$ cat src/rtl/standcell_delay_monitor.sv
// Measures the propagation delay (in U cycles) of an inverting standard-cell
// model by timing each D edge to the matching _Q edge; keeps last/worst values and error flags.
module standcell_delay_monitor #(
    parameter int CNTW = 8,
    parameter int SWW  = 8
) (
    input  logic            U,
    input  logic            RESET,
    input  logic            CLR,
    input  logic            D,
    input  logic            _Q,
    output logic            meas_valid,
    output logic            meas_hl,
    output logic [CNTW-1:0] tphl_last,
    output logic [CNTW-1:0] tplh_last,
    output logic [CNTW-1:0] tphl_max,
    output logic [CNTW-1:0] tplh_max,
    output logic [SWW-1:0]  swallow_cnt,
    output logic            timeout,
    output logic            spurious
);

    typedef enum logic [1:0] {
        IDLE      = 2'd0,
        WAIT_FALL = 2'd1,
        WAIT_RISE = 2'd2
    } state_t;

    localparam logic [CNTW-1:0] CNT_MAX = {CNTW{1'b1}};
    localparam logic [SWW-1:0]  SW_MAX  = {SWW{1'b1}};

    logic d_s_reg, q_s_reg, d_prev_reg, q_prev_reg, primed_reg;

    state_t          state_reg, state_next;
    logic [CNTW-1:0] cnt_reg, cnt_next;
    logic            valid_reg, valid_next;
    logic            hl_reg, hl_next;
    logic [SWW-1:0]  swallow_reg, swallow_next;
    logic            timeout_reg, timeout_next;
    logic            spurious_reg, spurious_next;

    // Until primed, the previous-sample registers copy the port so the first
    // sample after reset is a reference and cannot produce an edge.
    always_ff @(posedge U) begin
        if (RESET) begin
            d_s_reg    <= 1'b0;
            q_s_reg    <= 1'b0;
            d_prev_reg <= 1'b0;
            q_prev_reg <= 1'b0;
            primed_reg <= 1'b0;
        end else begin
            d_s_reg    <= D;
            q_s_reg    <= _Q;
            d_prev_reg <= primed_reg ? d_s_reg : D;
            q_prev_reg <= primed_reg ? q_s_reg : _Q;
            primed_reg <= 1'b1;
        end
    end

    logic            d_edge, q_edge, waiting, q_good, q_bad, done;
    logic [CNTW-1:0] meas_value;
    logic [1:0]      dir_done;

    assign d_edge     = d_s_reg != d_prev_reg;
    assign q_edge     = q_s_reg != q_prev_reg;
    assign waiting    = state_reg != IDLE;
    assign q_good     = waiting && q_edge && (q_s_reg == (state_reg == WAIT_RISE));
    assign q_bad      = waiting && q_edge && (q_s_reg != (state_reg == WAIT_RISE));
    // A completion seen once the counter has saturated counts as a timeout.
    assign done       = q_good && (cnt_reg != CNT_MAX);
    assign meas_value = cnt_reg + CNTW'(1);
    assign dir_done[0] = done && (state_reg == WAIT_FALL);
    assign dir_done[1] = done && (state_reg == WAIT_RISE);

    always_comb begin
        state_next    = state_reg;
        cnt_next      = cnt_reg;
        valid_next    = 1'b0;
        hl_next       = hl_reg;
        swallow_next  = CLR ? '0 : swallow_reg;
        timeout_next  = CLR ? 1'b0 : timeout_reg;
        spurious_next = CLR ? 1'b0 : spurious_reg;

        if (waiting) begin
            if (cnt_reg != CNT_MAX) begin
                cnt_next = cnt_reg + CNTW'(1);
            end
            if (done) begin
                valid_next = 1'b1;
                hl_next    = (state_reg == WAIT_FALL);
                state_next = IDLE;
            end else if (d_edge) begin
                swallow_next = CLR ? SWW'(1) :
                               ((swallow_reg == SW_MAX) ? swallow_reg : swallow_reg + SWW'(1));
            end else if (cnt_reg == CNT_MAX) begin
                timeout_next = 1'b1;
                state_next   = IDLE;
            end
            if (q_bad) begin
                spurious_next = 1'b1;
            end
        end else if (q_edge && !d_edge) begin
            spurious_next = 1'b1;
        end

        // A D edge always (re)starts timing after any completion above.
        if (d_edge) begin
            cnt_next = '0;
            if (q_s_reg == ~d_s_reg) begin
                state_next = IDLE;
            end else begin
                state_next = d_s_reg ? WAIT_FALL : WAIT_RISE;
            end
        end
    end

    always_ff @(posedge U) begin
        if (RESET) begin
            state_reg    <= IDLE;
            cnt_reg      <= '0;
            valid_reg    <= 1'b0;
            hl_reg       <= 1'b0;
            swallow_reg  <= '0;
            timeout_reg  <= 1'b0;
            spurious_reg <= 1'b0;
        end else begin
            state_reg    <= state_next;
            cnt_reg      <= cnt_next;
            valid_reg    <= valid_next;
            hl_reg       <= hl_next;
            swallow_reg  <= swallow_next;
            timeout_reg  <= timeout_next;
            spurious_reg <= spurious_next;
        end
    end

    // Per-direction statistics: index 0 is tphl, index 1 is tplh.
    genvar gi;
    generate
        for (gi = 0; gi < 2; gi++) begin : g_dir
            logic [CNTW-1:0] last_reg, last_next;
            logic [CNTW-1:0] max_reg, max_next;

            always_comb begin
                last_next = last_reg;
                max_next  = CLR ? '0 : max_reg;
                if (dir_done[gi]) begin
                    last_next = meas_value;
                    if (CLR || (meas_value > max_reg)) begin
                        max_next = meas_value;
                    end
                end
            end

            always_ff @(posedge U) begin
                if (RESET) begin
                    last_reg <= '0;
                    max_reg  <= '0;
                end else begin
                    last_reg <= last_next;
                    max_reg  <= max_next;
                end
            end
        end
    endgenerate

    assign meas_valid  = valid_reg;
    assign meas_hl     = hl_reg;
    assign tphl_last   = g_dir[0].last_reg;
    assign tplh_last   = g_dir[1].last_reg;
    assign tphl_max    = g_dir[0].max_reg;
    assign tplh_max    = g_dir[1].max_reg;
    assign swallow_cnt = swallow_reg;
    assign timeout     = timeout_reg;
    assign spurious    = spurious_reg;

endmodule

$ cat config.mk
export PLATFORM = sky130hd
export DESIGN_NAME = standcell_delay_monitor
export DESIGN_NICKNAME = d
export VERILOG_FILES = /design/src/rtl/standcell_delay_monitor.sv
export SDC_FILE = /design/constraint.sdc
export NUM_CORES = 1
export LEC_CHECK = 0
export ABC_AREA = 1
export ABC_CLOCK_PERIOD_IN_PS = 3850
export CORE_MARGIN = 5
export CORE_UTILIZATION = 50
export CTS_BUF_LIST = sky130_fd_sc_hd__clkbuf_8
export DETAILED_ROUTE_END_ITERATION = 6
export GPL_TIMING_DRIVEN = 0
export MAX_ROUTING_LAYER = met4
export PLACE_DENSITY = 0.76
export SYNTH_ARGS = -nofsm -noshare
export SYNTH_HDL_FRONTEND = slang
export SYNTH_SLANG_ARGS = --single-unit
$ cat constraint.sdc
create_clock -name U -period 3.85 [get_ports U]
set_input_delay 0.5775 -clock U [delete_from_list [all_inputs] [get_ports U]]
set_output_delay 0.5775 -clock U [all_outputs]
set_load 0.01 [all_outputs]
# After elaboration in Yosys (flattened, before gate mapping)
# Index checks and enable logic that the tools add are counted.
dict set report word_totals {
  ff_bits 59
  in_bits 5
  output_inout_bits 44
  elab_cells 82
}
dict set report op_classes {
  add_sub_neg 2
  n_lt_le_gt_ge 2
  eq_ne 11
  mux 31
  bitwise_logic 2
  n_reduce_logical 18
}
# op n
set ops {}
lappend ops {{$mux W8} 12}
lappend ops {{$add A8 B1 Y8 const B} 2}
lappend ops {{$eq A8 B8 Y1 const B} 2}
lappend ops {{$gt A8 B8 Y1} 2}
lappend ops {{$mux W1} 13}
lappend ops {{$mux W2} 6}
lappend ops {{$ne A8 B8 Y1 const B} 1}
lappend ops {{$logic_and A1 B1 Y1} 7}
lappend ops {{$reduce_and A2 Y1} 3}
lappend ops {{$ne A5 B5 Y1 const B} 1}
lappend ops {{$reduce_bool A2 Y1} 2}
lappend ops {{$reduce_or A2 Y1} 2}
lappend ops {{$ne A1 B1 Y1} 3}
lappend ops {{$reduce_bool A3 Y1} 1}
lappend ops {{$eq A1 B1 Y1} 2}
lappend ops {{$eq A2 B1 Y1 const B} 1}
lappend ops {{$eq A2 B2 Y1 const B} 1}
lappend ops {{$logic_or A1 B1 Y1} 2}
lappend ops {{$not A1 Y1} 2}
lappend ops {{$logic_not A1 Y1} 1}

# Longest topological paths before layout
# Gate-level depths: netlist (run 1).
dict set report depth {
  ltp_word 7
  ltp_mapped 16
  ltp_nobuf 16
}

# Worst setup path before layout (run 1)
# Ideal clock, no wire load.
dict set report synth_path {
  path_kind {register -> register}
  start {register cnt_reg[0]}
  end {register g_dir[1].max_reg[0] (netlist: tplh_max[0])}
  setup_ns 0.116
  t_arrival_ns 2.200
  required_time_ns 3.734
  slack_ns 1.534
  stages_incl_launch_ff 14
  n_path_buf 1
  synth_period_minus_slack_ns 2.316
  cell_sequence {dfxtp_1 -> ha_1 -> nand3_1 -> nor2_1 -> xor2_1 -> ha_1 -> nand2_1 -> o21a_1 -> nand2_1 -> nand2_1 -> nand2_1 -> buf_2 -> a21boi_0 -> nor2_1}
}
dict set report synth_via {
  elab_chain_cells 5
  elab_cells_between_ends 8
  cone_classes {add/sub: 1; order compare: 1; eq/ne: 1; mux: 2; reduce/logical: 3}
}
# item line_no
set synth_lines {}
lappend synth_lines {{start: declaration} 35} ;# logic [CNTW-1:0] cnt_reg, cnt_next;
lappend synth_lines {{start signal: assignment} 128} ;# cnt_reg <= cnt_next;
lappend synth_lines {{$add A8 B1 Y8} 71} ;# assign meas_value = cnt_reg + CNTW'(1);
lappend synth_lines {{named net meas_value[6]} 61} ;# logic [CNTW-1:0] meas_value;
lappend synth_lines {{$gt A8 B8 Y1} 149} ;# if (CLR || (meas_value > max_reg)) begin
lappend synth_lines {{$logic_or A1 B1 Y1} 149}
lappend synth_lines {{$mux W8} 149}
lappend synth_lines {{$mux W8} 147} ;# if (dir_done[gi]) begin
lappend synth_lines {{end signal: assignment} 161} ;# max_reg <= max_next;
lappend synth_lines {{end: declaration} 142} ;# logic [CNTW-1:0] max_reg, max_next;
# The timed path passes the listed nets, and every way through them passes these cells.
# A chain may end at the register's enable or synchronous reset.

# Worst setup path in the final report (run 1)
# Same ends and word-level chain as after synthesis.

==> impl_metrics.yaml, run 1 <==
power:
  power.leakage_nw: 1.76
  total_power_w: 0.00131
  pwr_density_cell_nw_per_um2: 346
  worst_ir_drop_vdd_mv: 0.288
clock_tree:
  cts_setup_buffers: 0
  tritoncts: "built"
  clock-root-buffer: "sky130_fd_sc_hd__clkbuf_8"
  clockBufferDepth: 2
  clock-sinks: 59
  cts_buffers: 9
  cts_repair_resize_count: 0
  hold_fix_buffers_at_cts: 0
  worst_setup_hold_path_clk_slew_ns: 0.07
  ctsHtreeMaxLevel: 3
  clk-insertion-delay-late_ns: 0.35
global_routing:
  groute.usage.overall_pct: 21.5
  grt_start_max_net_pins: 11
  first_pass_grt_wire_length_um: 12600
  number_of_antenna_violations_at_the_first_check_in_global_routing: 0
  gr-total-overflow: 0
  via_count_of_the_first_global_routing_pass: 2713
floorplan:
  core_area_sq_um: 5920
  dieArea_sq_um: 7720
  io_pins: 49
  dieHeight_um: 87.9
  rows: 28
  die_width_um: 87.9
  initial_core_util_pct: 51.2
synth:
  synth.avg_cell_area_sq_um: 6.80
  asyncSetResetFlopFracSynth_pct: 0
  ys_seq_elements: 59
  synth.net_count: 469
  yosys.area.top_type: "sky130_fd_sc_hd__dfxtp_1"
  postSynthCellCount: 446
  ys.flop_type: "sky130_fd_sc_hd__dfxtp_1"
  yosys_warnings: 0
  ys_top_cells_by_count: "sky130_fd_sc_hd__nand2_1 (108), sky130_fd_sc_hd__nor2_1 (79), sky130_fd_sc_hd__dfxtp_1 (59)"
  synthDominantCellAreaShare_pct: 38.9
  synth_edf_count: 0
  synth.yosys.seq_area_share_pct: 38.9
  post_synth_num_cell_types: 31
  synth.area.top_cells: "sky130_fd_sc_hd__dfxtp_1 (39%), sky130_fd_sc_hd__nand2_1 (13%), sky130_fd_sc_hd__nor2_1 (9.8%), sky130_fd_sc_hd__ha_1 (7.4%), sky130_fd_sc_hd__inv_1 (6.8%)"
  yosysMostFrequentCell: "sky130_fd_sc_hd__nand2_1"
  post_synth_instance_area_sq_um: 3030
cells_and_area:
  design.final.nets: 528
  area_growth_from_synthesis_to_layout_pct: 25.3
  drive_above_1_share_pct: 6.47
  stdcell_count: 585
  diodes: 0
  layout.core_utilization_pct: 64.2
outcome:
  run_status: "completed"
setup_path:
  critical_path_arrival_ns: 3.29
  worst-path-max-fanout: 10
  worstSetupEndpointType: "register"
  path_class: "reg -> reg"
  cp-start-kind: "register"
  critPathRequiredTime_ns: 4.09
min_path:
  min_path_type: "reg -> reg"
sta:
  finalHoldViolations: 0
  report.final.setup_viol: 0
  period_minus_slack_ns: 3.06
  drv_slew: 0
  final.setup.tns_ns: 0
  finalCritPeriodShare_pct: 79.4
  worst_slew_margin_relative_to_its_limit_pct: 48.3
  worst_slew_pin_slew_ns: 0.773
  clock-skew-final_ns: 0.00796
  timing.hold.ws_ns: 0.467
  grt_setup_unrepaired: "false"
  max_clock_freq_mhz: 327
drt:
  detailroute.wirelength.met2_um: 3450
  met3WireLength_um: 381
  maxUsedRoutingLayer: "met4"
  finalWirelength_um: 7510
  ant_nets: 0
  drt_first_pass_iters: 5
  drt-wirelength-per-cell_um: 12.8
  drc_violations_left: 0
  via_count: 2985
  detail_route.iter0.violations: 140
  met1Wirelength_um: 3540
  average_via_count_per_standard_cell: 5.10
run:
  cap_viol_max_count: 0
place:
  portBuffers: 48
  numPlacedInstances: 569
  post-dp-hpwl_um: 5650
  gp_routability_congestion: 0.871
critical path: stages, from the launching register on:
cell	delay, ns
sky130_fd_sc_hd__dfxtp_1	0.47
sky130_fd_sc_hd__ha_1	0.23
sky130_fd_sc_hd__nand3_1	0.14
sky130_fd_sc_hd__nor2_1	0.14
sky130_fd_sc_hd__xor2_1	0.64
sky130_fd_sc_hd__ha_1	0.37
sky130_fd_sc_hd__nand2_1	0.09
sky130_fd_sc_hd__nor2_1	0.07
sky130_fd_sc_hd__nand2_1	0.06
sky130_fd_sc_hd__nand2_1	0.04
sky130_fd_sc_hd__nand2_1	0.05
sky130_fd_sc_hd__nand2_1	0.16
sky130_fd_sc_hd__buf_2	0.24
sky130_fd_sc_hd__a21boi_0	0.18
sky130_fd_sc_hd__nor2_1	0.05
where the power goes:
part	internal, W	switching [W]	leakage, nW	total, W
combinational	0.0000422	0.0000865	1.18	0.000129
clock	0.000310	0.000247	0.103	0.000557
sequential	0.000620	0.00000851	0.477	0.000628
cell usage in the layout, fill, tap and decap left out, types with 2 or more instances in the layout:
cell and instances:
sky130_fd_sc_hd__nand2_1 108, sky130_fd_sc_hd__nor2_1 79, sky130_fd_sc_hd__dfxtp_1 59, sky130_fd_sc_hd__inv_1 56, sky130_fd_sc_hd__clkdlybuf4s50_1 48, sky130_fd_sc_hd__o21ai_0 29
sky130_fd_sc_hd__a21oi_1 27, sky130_fd_sc_hd__ha_1 18, sky130_fd_sc_hd__nand3_1 17, sky130_fd_sc_hd__clkbuf_8 10, sky130_fd_sc_hd__nand4_1 8, sky130_fd_sc_hd__o21ai_1 7
sky130_fd_sc_hd__xor2_1 4, sky130_fd_sc_hd__inv_2 4, sky130_fd_sc_hd__clkbuf_1 4, sky130_fd_sc_hd__buf_2 3, sky130_fd_sc_hd__nor3_1 3, sky130_fd_sc_hd__a31oi_1 3
sky130_fd_sc_hd__clkinv_2 3, sky130_fd_sc_hd__a21o_1 2, sky130_fd_sc_hd__nand2_2 2, sky130_fd_sc_hd__nand2_4 2
logic make-up (layout without fill, tap and decap cells):
family	after synthesis	after routing	synth area share, %
flops	59	59	38.9
fa+ha+maj	18	18	7.43
simple gates	223	223	30.7
buf+inv	70	134	9.16
xor+xnor	4	4	1.15
compound gates	72	72	12.6
cell type report:
class | instances | area (sq um)
fillers | 551 | 2120
plain buffers | 9 | 41.3
repair buffers | 48 | 480
clock buffers | 10 | 138
clock inverters | 6 | 56.3
flip-flops and latches | 59 | 1180
well taps | 75 | 93.8
inverters | 61 | 236
multi-input cells | 317 | 1570
per-stage QoR:
step                      cell area (sq um)  worst slack (ns)
after floorplan                        3030              1.53
after global placement                 3610             0.958
after detailed placement               3610             0.882
after CTS                              3800             0.871
after global routing                   3800             0.653
final                                  3800             0.793
worst paths after layout:
path | endpoint | slack, ns | startpoint | cells after the start
worst max-delay path | tplh_max[0]$_SDFF_PP0_ | 0.79 | cnt_reg[0]$_SDFFE_PP0P_ | 14
worst min-delay path | meas_hl$_SDFFE_PP0P_ | 0.47 | meas_hl$_SDFFE_PP0P_ | 2
worst max register to register | tplh_max[0]$_SDFF_PP0_ | 0.79 | cnt_reg[0]$_SDFFE_PP0P_ | 14
worst min register to register | meas_hl$_SDFFE_PP0P_ | 0.47 | meas_hl$_SDFFE_PP0P_ | 2
layer usage:
metal / vias to the layer above / global-route usage [%]
li1: 1543 / -
met1: 1347 / 28.1
met2: 81 / 33.9
met3: 14 / 3.10
met4: 0 / 7.67
met5: - / -
Note: power is estimated with default switching activity, not from simulation.
==> inputs of run 2 (changes only) <==
--- a/config.mk
+++ b/config.mk
@@ -6,14 +6,14 @@
 export NUM_CORES = 1
 export LEC_CHECK = 0
 export ABC_AREA = 1
-export ABC_CLOCK_PERIOD_IN_PS = 3850
+export ABC_CLOCK_PERIOD_IN_PS = 2800
 export CORE_MARGIN = 5
 export CORE_UTILIZATION = 50
 export CTS_BUF_LIST = sky130_fd_sc_hd__clkbuf_8
 export DETAILED_ROUTE_END_ITERATION = 6
 export GPL_TIMING_DRIVEN = 0
 export MAX_ROUTING_LAYER = met4
-export PLACE_DENSITY = 0.76
+export PLACE_DENSITY = 0.79
 export SYNTH_ARGS = -nofsm -noshare
 export SYNTH_HDL_FRONTEND = slang
 export SYNTH_SLANG_ARGS = --single-unit
==> constraint.sdc (replaced) <==
create_clock -name U -period 2.8 [get_ports U]
set_input_delay 0.42 -clock U [delete_from_list [all_inputs] [get_ports U]]
set_output_delay 0.42 -clock U [all_outputs]
set_load 0.01 [all_outputs]
==> run 2 against run 1 <==
Wire length increased by 3.3%. Register-to-register slack got worse by 0.58 ns. Global-route usage grew 0.11 points. Count of clock-buffer cells in the layout stayed put. Critical endpoint is now tphl_max[1]$_SDFF_PP0_. Clock skew rose by 0.0021 ns. Clock power increased by 71%. Combinational power up 41%. Cell count increased by 0.34%.
==> impl_metrics.yaml, run 2 (synthesized netlist as in run 1, its figures left out) <==
clock_tree:
  cts_buffers: 9
  ctsHtreeMaxLevel: 3
  hold_fix_buffers_at_cts: 0
  tritoncts: "built"
  clockBufferDepth: 2
  clock-sinks: 59
  clk-insertion-delay-late_ns: 0.34
  worst_setup_hold_path_clk_slew_ns: 0.07
  clock-root-buffer: "sky130_fd_sc_hd__clkbuf_8"
drt:
  drc_violations_left: 0
  via_count: 3057
  average_via_count_per_standard_cell: 5.21
  ant_nets: 0
  drt-wirelength-per-cell_um: 13.2
  detail_route.iter0.violations: 203
  drt_first_pass_iters: 4
  finalWirelength_um: 7760
power:
  worst_ir_drop_vdd_mv: 0.425
  pwr_density_cell_nw_per_um2: 514
  power.leakage_nw: 1.80
  total_power_w: 0.00200
sta:
  finalHoldViolations: 0
  postLayoutSetupSlackWorst_ns: 0.218
  grt_setup_unrepaired: "false"
  worst_slew_margin_relative_to_its_limit_pct: 61.4
  timing.hold.ws_ns: 0.470
  max_clock_freq_mhz: 387
  report.final.setup_viol: 0
  final.setup.tns_ns: 0
  clock-skew-final_ns: 0.0101
  period_minus_slack_ns: 2.58
  finalCritPeriodShare_pct: 92.2
  drv_slew: 0
  worst_slew_pin_slew_ns: 0.576
outcome:
  run_status: "completed"
run:
  cap_viol_max_count: 0
setup_path:
  critPathRequiredTime_ns: 3.04
  worst-path-max-fanout: 10
  path_class: "reg -> reg"
  critical_path_arrival_ns: 2.82
  critical_path.reg2reg.startpoint: "cnt_reg[0]$_SDFFE_PP0P_"
  worstSetupEndpointType: "register"
  worstSetupStartpoint: "cnt_reg[0]$_SDFFE_PP0P_"
  cp-start-kind: "register"
global_routing:
  gr-total-overflow: 0
  groute.usage.overall_pct: 21.6
  number_of_antenna_violations_at_the_first_check_in_global_routing: 0
  via_count_of_the_first_global_routing_pass: 2800
  grt_start_max_net_pins: 11
  first_pass_grt_wire_length_um: 12600
cells_and_area:
  area.sequential_sq_um: 1180
  diodes: 0
  layout_commonest_cell: "sky130_fd_sc_hd__nand2_1"
  drive_above_1_share_pct: 7.62
  stdcell_count: 587
  final.fill_count: 551
  layout_common_cells: "sky130_fd_sc_hd__nand2_1 (107), sky130_fd_sc_hd__nor2_1 (78), sky130_fd_sc_hd__dfxtp_1 (58)"
  area_growth_from_synthesis_to_layout_pct: 28.1
  area_taken_by_multi_input_logic_gates_sq_um: 1590
  design.final.nets: 530
floorplan:
  dieArea_sq_um: 7720
  die_width_um: 87.9
  dieHeight_um: 87.9
  initial_core_util_pct: 51.2
  core_area_sq_um: 5920
  io_pins: 49
  rows: 28
place:
  gp_routability_congestion: 0.893
  pre_cts_ws_ns: -0.139
  portBuffers: 48
  post-dp-hpwl_um: 5590
  numPlacedInstances: 569
min_path:
  hp-start: "meas_hl$_SDFFE_PP0P_"
  min_path_type: "reg -> reg"
-- run 2: layout make-up --
cell class                 instances  share of cell area (%)
tap                               75                    2.42
timing repair buffer              50                    12.8
inverter                          61                    6.09
clock buffer                      10                    3.54
buffer                             9                    1.13
sequential                        59                    30.4
multi-input combinational        317                    41.0
clock inverter                     6                    2.67
-- run 2: worst paths after layout --
kind / cells past startpoint / end / slack [ns]
max: 16 / tphl_max[1]$_SDFF_PP0_ / 0.22
min: 2 / meas_hl$_SDFFE_PP0P_ / 0.47
max reg2reg: 16 / tphl_max[1]$_SDFF_PP0_ / 0.22
min reg2reg: 2 / meas_hl$_SDFFE_PP0P_ / 0.47
-- run 2: worst max-delay path: stages (launching register included) --
cell	delay, ns
sky130_fd_sc_hd__dfxtp_2	0.40
sky130_fd_sc_hd__ha_1	0.21
sky130_fd_sc_hd__nand3_1	0.15
sky130_fd_sc_hd__nor2_1	0.21
sky130_fd_sc_hd__xor2_2	0.26
sky130_fd_sc_hd__buf_4	0.17
sky130_fd_sc_hd__ha_1	0.21
sky130_fd_sc_hd__nand2_1	0.09
sky130_fd_sc_hd__a21oi_1	0.05
sky130_fd_sc_hd__nor2_1	0.10
sky130_fd_sc_hd__nand2_1	0.06
sky130_fd_sc_hd__nand2_1	0.08
sky130_fd_sc_hd__nand2_1	0.10
sky130_fd_sc_hd__nand2_4	0.14
sky130_fd_sc_hd__o21ai_0	0.12
sky130_fd_sc_hd__nand2_1	0.10
sky130_fd_sc_hd__inv_1	0.04
-- run 2: report_power, final --
| group | switching (W) | leakage (nW) | internal [W] |
|---|---|---|---|
| Combinational | 0.000122 | 1.19 | 0.0000596 |
| Sequential | 0.0000119 | 0.478 | 0.000853 |
| Clock | 0.000343 | 0.127 | 0.000609 |
| Total | 0.000477 | 1.80 | 0.00152 |
-- run 2: timing repair --
| item | 4_1_cts | 5_1_grt |
|---|---|---|
| resized for setup | 1 | 6 |
| setup buffers | 2 | 0 |
| endpoints found under the hold margin | 0 | 0 |
| endpoints found under the setup margin | 11 | 13 |
-- run 2: metal layers --
| layer | GRT usage, % | up-vias | routed length (um) |
|---|---|---|---|
| met1 | 26.6 | 1396 | 3440 |
| li1 | - | 1541 | - |
| met3 | 3.67 | 24 | 432 |
| met2 | 34.2 | 96 | 3680 |
| met5 | - | - | 0 |
| met4 | 10.6 | 0 | 217 |
-- run 2: metrics by stage --
stage / util (%) / cell area, sq um
floorplan: - / 3030
global placement: 60.9 / 3610
detailed placement: 60.9 / 3610
CTS: 65.4 / 3870
global route: 65.6 / 3880
finish: 65.6 / 3880
